$ cat config.mk
export PLATFORM = sky130hd
export DESIGN_NAME = mp5_phantom_map
export DESIGN_NICKNAME = d
export VERILOG_FILES = /design/src/rtl/mp5_phantom_map.sv
export SDC_FILE = /design/constraint.sdc
export NUM_CORES = 2
export LEC_CHECK = 0
export ABC_CLOCK_PERIOD_IN_PS = 12570
export CAP_MARGIN = 10
export CORE_AREA = 2 2 457 459
export CTS_CLUSTER_SIZE = 10
export DETAILED_ROUTE_END_ITERATION = 8
export DIE_AREA = 0 0 459 461
export PLACE_DENSITY = 0.47
export SLEW_MARGIN = 20
export SYNTH_ARGS = -nofsm -noshare
export SYNTH_HDL_FRONTEND = slang
export SYNTH_SLANG_ARGS = --single-unit
$ cat constraint.sdc
create_clock -name clk -period 12.57 [get_ports clk]
set_input_delay 1.8855 -clock clk [delete_from_list [all_inputs] [get_ports clk]]
set_output_delay 1.8855 -clock clk [all_outputs]
set_load 0.1 [all_outputs]
$ cat src/rtl/mp5_phantom_map.sv
// mp5_phantom_map: associative map from phantom packet id to the FIFO slot
// holding that phantom. Records come from the downstream stage; arriving
// real packets that hit the map become insert commands, everything else is
// forwarded as a push.
// Optional feature macro: MP5_MAP_AGING_EN (entry aging with AGE_LIMIT).
//
// Handshake: there is no back-pressure. rec_valid and pkt_valid are accepted
// on every posedge where rst is low. ins_valid / push_valid are one-cycle
// pulses issued on the cycle after the packet that caused them, and at most
// one of them is high in any cycle.

package mp5_phantom_map_pkg;
    // 560-bit packet: id, phantom flag, target pipeline, opaque payload.
    typedef struct packed {
        logic [15:0]  id;
        logic         is_phantom;
        logic [7:0]   pipeline;
        logic [534:0] payload;
    } Packet;
endpackage

module mp5_phantom_map
    import mp5_phantom_map_pkg::*;
#(
    parameter int NUM_PIPELINES = 8,
    parameter int FIFO_SIZE     = 8,
    parameter int MAP_DEPTH     = 16,
    parameter int AGE_LIMIT     = 1024,
    localparam int FID_W = (NUM_PIPELINES > 1) ? $clog2(NUM_PIPELINES) : 1,
    localparam int AW    = (FIFO_SIZE > 1) ? $clog2(FIFO_SIZE) : 1,
    localparam int IDX_W = (MAP_DEPTH > 1) ? $clog2(MAP_DEPTH) : 1,
    localparam int OCC_W = $clog2(MAP_DEPTH) + 1
) (
    input  logic             clk,
    input  logic             rst,
    input  logic             rec_valid,
    input  logic [15:0]      rec_id,
    input  logic [FID_W-1:0] rec_fifo_id,
    input  logic [AW-1:0]    rec_addr,
    input  logic             pkt_valid,
    input  Packet            pkt_in,
    output logic             ins_valid,
    output logic [FID_W-1:0] ins_fifo_id,
    output logic [AW-1:0]    ins_addr,
    output logic             push_valid,
    output logic [FID_W-1:0] fifo_id_out,
    output Packet            pkt_out,
    output logic [OCC_W-1:0] occupancy,
    output logic             overflow
);

    // Table storage.
    logic [MAP_DEPTH-1:0] r_valid;
    logic [15:0]          r_id   [MAP_DEPTH];
    logic [FID_W-1:0]     r_fid  [MAP_DEPTH];
    logic [AW-1:0]        r_addr [MAP_DEPTH];

`ifdef MP5_MAP_AGING_EN
    localparam int AGE_W = $clog2(AGE_LIMIT + 1);
    localparam logic [AGE_W-1:0] AGE_MAX  = AGE_W'(AGE_LIMIT);
    localparam logic [AGE_W-1:0] AGE_LAST = AGE_W'(AGE_LIMIT - 1);
    logic [AGE_W-1:0]     r_age  [MAP_DEPTH];
    logic [MAP_DEPTH-1:0] w_expire;
`endif

    logic                 w_lookup;
    logic                 w_bypass;
    logic [MAP_DEPTH-1:0] w_rec_match;
    logic [MAP_DEPTH-1:0] w_pkt_match;
    logic                 w_pkt_hit;
    logic [IDX_W-1:0]     w_hit_idx;
    logic [IDX_W-1:0]     w_rec_idx;
    logic                 w_free_found;
    logic [IDX_W-1:0]     w_free_idx;
    logic                 w_wr_en;
    logic [IDX_W-1:0]     w_wr_idx;
    logic                 w_drop;
    logic [MAP_DEPTH-1:0] w_valid_nxt;
    logic [OCC_W-1:0]     w_occ_nxt;
    logic                 w_ins;
    logic [FID_W-1:0]     w_ins_fid;
    logic [AW-1:0]        w_ins_addr;

    assign w_lookup  = pkt_valid && !pkt_in.is_phantom;
    // A record and a lookup on the same id resolve directly from the record.
    assign w_bypass  = rec_valid && w_lookup && (rec_id == pkt_in.id);
    assign w_pkt_hit = w_lookup && (|w_pkt_match);
    assign w_ins     = w_bypass || w_pkt_hit;
    assign w_ins_fid  = w_bypass ? rec_fifo_id : r_fid[w_hit_idx];
    assign w_ins_addr = w_bypass ? rec_addr    : r_addr[w_hit_idx];

`ifdef MP5_MAP_AGING_EN
    // Entries whose age would reach AGE_LIMIT on this edge expire.
    always_comb begin
        w_expire = '0;
        for (int i = 0; i < MAP_DEPTH; i++) begin
            w_expire[i] = r_valid[i] && (r_age[i] >= AGE_LAST);
        end
    end
`endif

    // Associative compare of the record id and the lookup id, lowest-index encode.
    always_comb begin
        w_rec_match  = '0;
        w_pkt_match  = '0;
        w_hit_idx    = '0;
        w_rec_idx    = '0;
        w_free_found = 1'b0;
        w_free_idx   = '0;
        for (int i = MAP_DEPTH - 1; i >= 0; i--) begin
            w_rec_match[i] = r_valid[i] && (r_id[i] == rec_id);
            w_pkt_match[i] = r_valid[i] && (r_id[i] == pkt_in.id);
            if (w_rec_match[i]) w_rec_idx = IDX_W'(i);
            if (w_pkt_match[i]) w_hit_idx = IDX_W'(i);
            if (!r_valid[i]) begin
                w_free_found = 1'b1;
                w_free_idx   = IDX_W'(i);
            end
        end
    end

    // Record placement: overwrite a matching entry, else lowest free, else drop.
    // Entries freed by this cycle's hit are still valid here, so never reused.
    always_comb begin
        w_wr_en  = 1'b0;
        w_wr_idx = '0;
        w_drop   = 1'b0;
        if (rec_valid && !w_bypass) begin
            if (|w_rec_match) begin
                w_wr_en  = 1'b1;
                w_wr_idx = w_rec_idx;
            end else if (w_free_found) begin
                w_wr_en  = 1'b1;
                w_wr_idx = w_free_idx;
            end else begin
                w_drop = 1'b1;
            end
        end
    end

    // Next valid vector and its population count (becomes occupancy).
    always_comb begin
        w_valid_nxt = r_valid;
        if (w_lookup) w_valid_nxt = w_valid_nxt & ~w_pkt_match;
`ifdef MP5_MAP_AGING_EN
        w_valid_nxt = w_valid_nxt & ~w_expire;
`endif
        if (w_wr_en) w_valid_nxt[w_wr_idx] = 1'b1;
        w_occ_nxt = '0;
        for (int i = 0; i < MAP_DEPTH; i++) begin
            w_occ_nxt = w_occ_nxt + OCC_W'(w_valid_nxt[i]);
        end
    end

    // Table state, occupancy and sticky overflow.
    always_ff @(posedge clk) begin
        if (rst) begin
            r_valid   <= '0;
            occupancy <= '0;
            overflow  <= 1'b0;
            for (int i = 0; i < MAP_DEPTH; i++) begin
                r_id[i]   <= '0;
                r_fid[i]  <= '0;
                r_addr[i] <= '0;
            end
        end else begin
            r_valid   <= w_valid_nxt;
            occupancy <= w_occ_nxt;
            if (w_drop) overflow <= 1'b1;
            if (w_wr_en) begin
                r_id[w_wr_idx]   <= rec_id;
                r_fid[w_wr_idx]  <= rec_fifo_id;
                r_addr[w_wr_idx] <= rec_addr;
            end
        end
    end

`ifdef MP5_MAP_AGING_EN
    // Per-entry age: cleared on write, counts while valid, saturates.
    always_ff @(posedge clk) begin
        if (rst) begin
            for (int i = 0; i < MAP_DEPTH; i++) r_age[i] <= '0;
        end else begin
            for (int i = 0; i < MAP_DEPTH; i++) begin
                if (w_wr_en && (w_wr_idx == IDX_W'(i))) begin
                    r_age[i] <= '0;
                end else if (r_valid[i] && (r_age[i] != AGE_MAX)) begin
                    r_age[i] <= r_age[i] + 1'b1;
                end
            end
        end
    end
`endif

    // Command outputs: one pulse per packet, data fields hold between commands.
    always_ff @(posedge clk) begin
        if (rst) begin
            ins_valid   <= 1'b0;
            push_valid  <= 1'b0;
            ins_fifo_id <= '0;
            ins_addr    <= '0;
            fifo_id_out <= '0;
            pkt_out     <= '0;
        end else begin
            ins_valid  <= 1'b0;
            push_valid <= 1'b0;
            if (w_ins) begin
                ins_valid   <= 1'b1;
                ins_fifo_id <= w_ins_fid;
                ins_addr    <= w_ins_addr;
                fifo_id_out <= w_ins_fid;
                pkt_out     <= pkt_in;
            end else if (pkt_valid) begin
                push_valid  <= 1'b1;
                fifo_id_out <= pkt_in.pipeline[FID_W-1:0];
                pkt_out     <= pkt_in;
            end
        end
    end

endmodule
==> impl_metrics.toml <==
[placement]
dp_cells = 7518
portBuffers = 1162
place_hpwl_mm = 241
gp_congestion = 1.00

[setup_path]
cp.arrival_ns = 8.87
required_ns = 13.20
worstRegToRegCells = 20
start_kind = "input pin"
r2r-end = "occupancy[4]"
endpoint_kind = "register"
critPathMaxFanout = 18
path_class = "input pin to register"
r2r_start = "r_id[0][2]"
r2r_slack_ns = 5.80

[die]
start_util_pct = 20.3
io_pins = 1163
chipHeight_microns = 461
rows = 167
core_area_sq_mm = 0.206
die_area_sq_mm = 0.212
die-width_microns = 459

[synth]
synth-edff-count = 352
synth.avg_cell_area_sq_um = 10.9
synth-compound-area-share_pct = 2.42
synth.most_common_cell = "nor2_1"
ys_types = 83
synth_fp_nets = 4457
synth_top_area_share_pct = 28.4
netlist_top_cells_area = "dfxtp_1, edfxtp_1, mux2i_1"
synth-adder-area-share_pct = 0.628
synth_top_area_cell = "dfxtp_1"
ys_dominant_reg_cell = "dfxtp_1"
netlist_instances = 3856
ys_seq_area_share_pct = 53.6
synth-xor-area-share_pct = 11.1
muxShareOfSynthArea_pct = 14.2
synth_top_family_by_area = "simple AND/OR/NAND/NOR gates"
async_reset_ff_share_pct = 0
yosys_warnings = 0
netlist_area_sq_mm = 0.0419
synth-simple-area-share_pct = 14.3
synth_seq_cells = 945
synth_common_cells = "nor2_1, dfxtp_1, mux2i_1"

[routing]
drt_iter0_drc = 3320
ant_nets = 0
drtPass1Iterations = 5
vias_per_cell = 4.50
wl_mm = 296
drc = 0
dr_total_vias = 35100
wl_per_cell_microns = 37.9

[grt]
grt_pass1_vias = 33200
gr-total-overflow = 0
grt_pass1_wl_mm = 369
antenna_found_initial = 230
grt_usage_pct = 27.0
grt_max_degree = 155

[sta]
slew_headroom_pct = 19.5
period_minus_slack_ns = 8.24
tns_ns = 0
setup_violations = 0
fin_crit_sh_pct = 65.6
rsz0062_at_grt = "no"
final_hold_viol_count = 0
drv_slew = 0
tightest_slew_ns = 1.20
skew_ns = 0.0208
fmax_mhz = 121

[finish]
drive_above_1_share_pct = 10.7
final_nets = 5539
seq_area_sq_mm = 0.0224
n_fill_cell = 21600
multi_input_area_sq_mm = 0.0179
final_core_util_pct = 28.9
area_delta_synth_final_pct = 42.4
layoutNonFillerInstCount = 7812

[power_and_ir_drop]
p_seq_share_pct = 39.0
swShare_pct = 33.9
ir_drop_mv = 0.114
powerDensity_mw_per_mm2 = 150
clkPwrFrac_pct = 39.8
p_comb_share_pct = 21.2
p_int_mw = 5.90
leakage_nw = 23.4
p_switching_mw = 3.03

[cts]
clock_path_buffers = 3
post_cts_buffers = 0
cts_tree = "yes"
cts_root_buf = "clkbuf_16"
cts_resized = 0
cts_buffers = 121
cts.clk_slew.worst_paths_ns = 0.06
cts_hold_buf = 0
cts.sinks = 945
htreeDepth = 3
clock_latency_ns = 0.79

[min_path]
hold_end = "pkt_out[23]"
min_from = "pkt_out[23]"
hold_depth = 2
hold_path_class = "register to register"

[job]
maxCapViolations = 0

[run_status]
outcome = "finished, final reports clean"
-- flip-flops by register name (all words and copies together), names as in the netlist --
| signal | flops |
|---|---|
| r_valid | 16 |
| ins_valid | 1 |
| pkt_out | 560 |
| push_valid | 1 |
| r_id | 256 |
| fifo_id_out | 3 |
| ins_fifo_id | 3 |
| overflow | 1 |
| ins_addr | 3 |
| r_fid | 48 |
| r_addr | 48 |
| occupancy | 5 |
-- layout make-up --
cell class,count,area share (%)
clock inverter,39,0.829
timing repair buffer,1246,19.5
sequential,945,37.6
multi-input combinational,2599,30.1
tap,2704,5.67
inverter,25,0.157
antenna,76,0.319
clock buffer,178,5.74
-- cell usage in the layout, fill, tap and decap left out, drive strengths merged, types with 28 or more instances in the layout --
cell             n
nand2           79
xor2           179
diode           76
xnor2          351
nand4           95
mux2i          585
and3            56
clkbuf         179
and2            60
inv             29
clkdlybuf4s50  923
nor2           857
buf            322
dfxtp          593
nor4            62
a21oi           28
nand2b          43
edfxtp         352
-- cell families after synthesis --
group / after synthesis
and+or+nand+nor: 1320
muxes: 593
DFF: 945
buffers and inverters: 312
adders and majority gates: 15
xor gates and xnor gates: 530
AOI/OAI and AO/OA: 141
-- through the flow --
stage	power (mW)	hold WS [ns]	cell area [sq um]	setup slack (ns)
after floorplan	4.67	0.492	41900	5.16
after global placement	5.43	0.472	55500	3.81
after detailed placement	5.44	0.481	55500	3.62
after CTS	9.04	0.494	59400	4.45
after global routing	9.19	0.516	59500	4.16
final	8.93	0.488	59600	4.33
-- metal layers --
layer  wire length (microns)  vias to the layer above  part of all wire [%]  track usage, %
met5                    1080                        -                  0.37           0.941
met4                   15800                      126                   5.3            12.4
met3                   27700                      597                   9.4            11.0
met2                  139000                     1645                    47            44.4
met1                  112000                    17300                    38            30.3
li1                        -                    15400                     -               -
-- critical path, cell delays in order --
cell,delay [ns]
clkdlybuf4s50_1,0.46
buf_4,0.47
xor2_1,0.13
nor4_1,0.36
nand4_1,0.17
or3_1,0.61
nand3_1,0.41
nor3b_1,0.11
and3_1,0.28
nor4b_4,0.42
inv_1,0.16
o31ai_1,0.42
fa_1,0.47
inv_1,0.10
fa_1,0.44
fa_1,0.47
fa_1,0.49
inv_1,0.05
ha_1,0.22
fa_1,0.46
a21oi_1,0.18
nor3b_1,0.07
-- power groups by stage --
stage          Sequential (mW)  Clock [mW]  Combinational [mW]
4_1_cts                   3.48        3.66                1.90
3_3_place_gp              3.54           0                1.89
5_1_grt                   3.49        3.76                1.94
6_report                  3.48        3.55                1.89
3_5_place_dp              3.54           0                1.90
2_1_floorplan             4.23           0               0.441
-- worst max path at each step --
stage | end | cells past startpoint | start
5_1_grt | occupancy[4] | 22 | pkt_in[548]
3_5_place_dp | occupancy[4] | 22 | rec_id[2]
4_1_cts | occupancy[4] | 22 | rec_id[2]
2_1_floorplan | occupancy[4] | 24 | rec_id[2]
6_report | occupancy[4] | 22 | pkt_in[548]
3_3_place_gp | occupancy[4] | 22 | pkt_in[556]
Power figures use the tool's default switching activity.
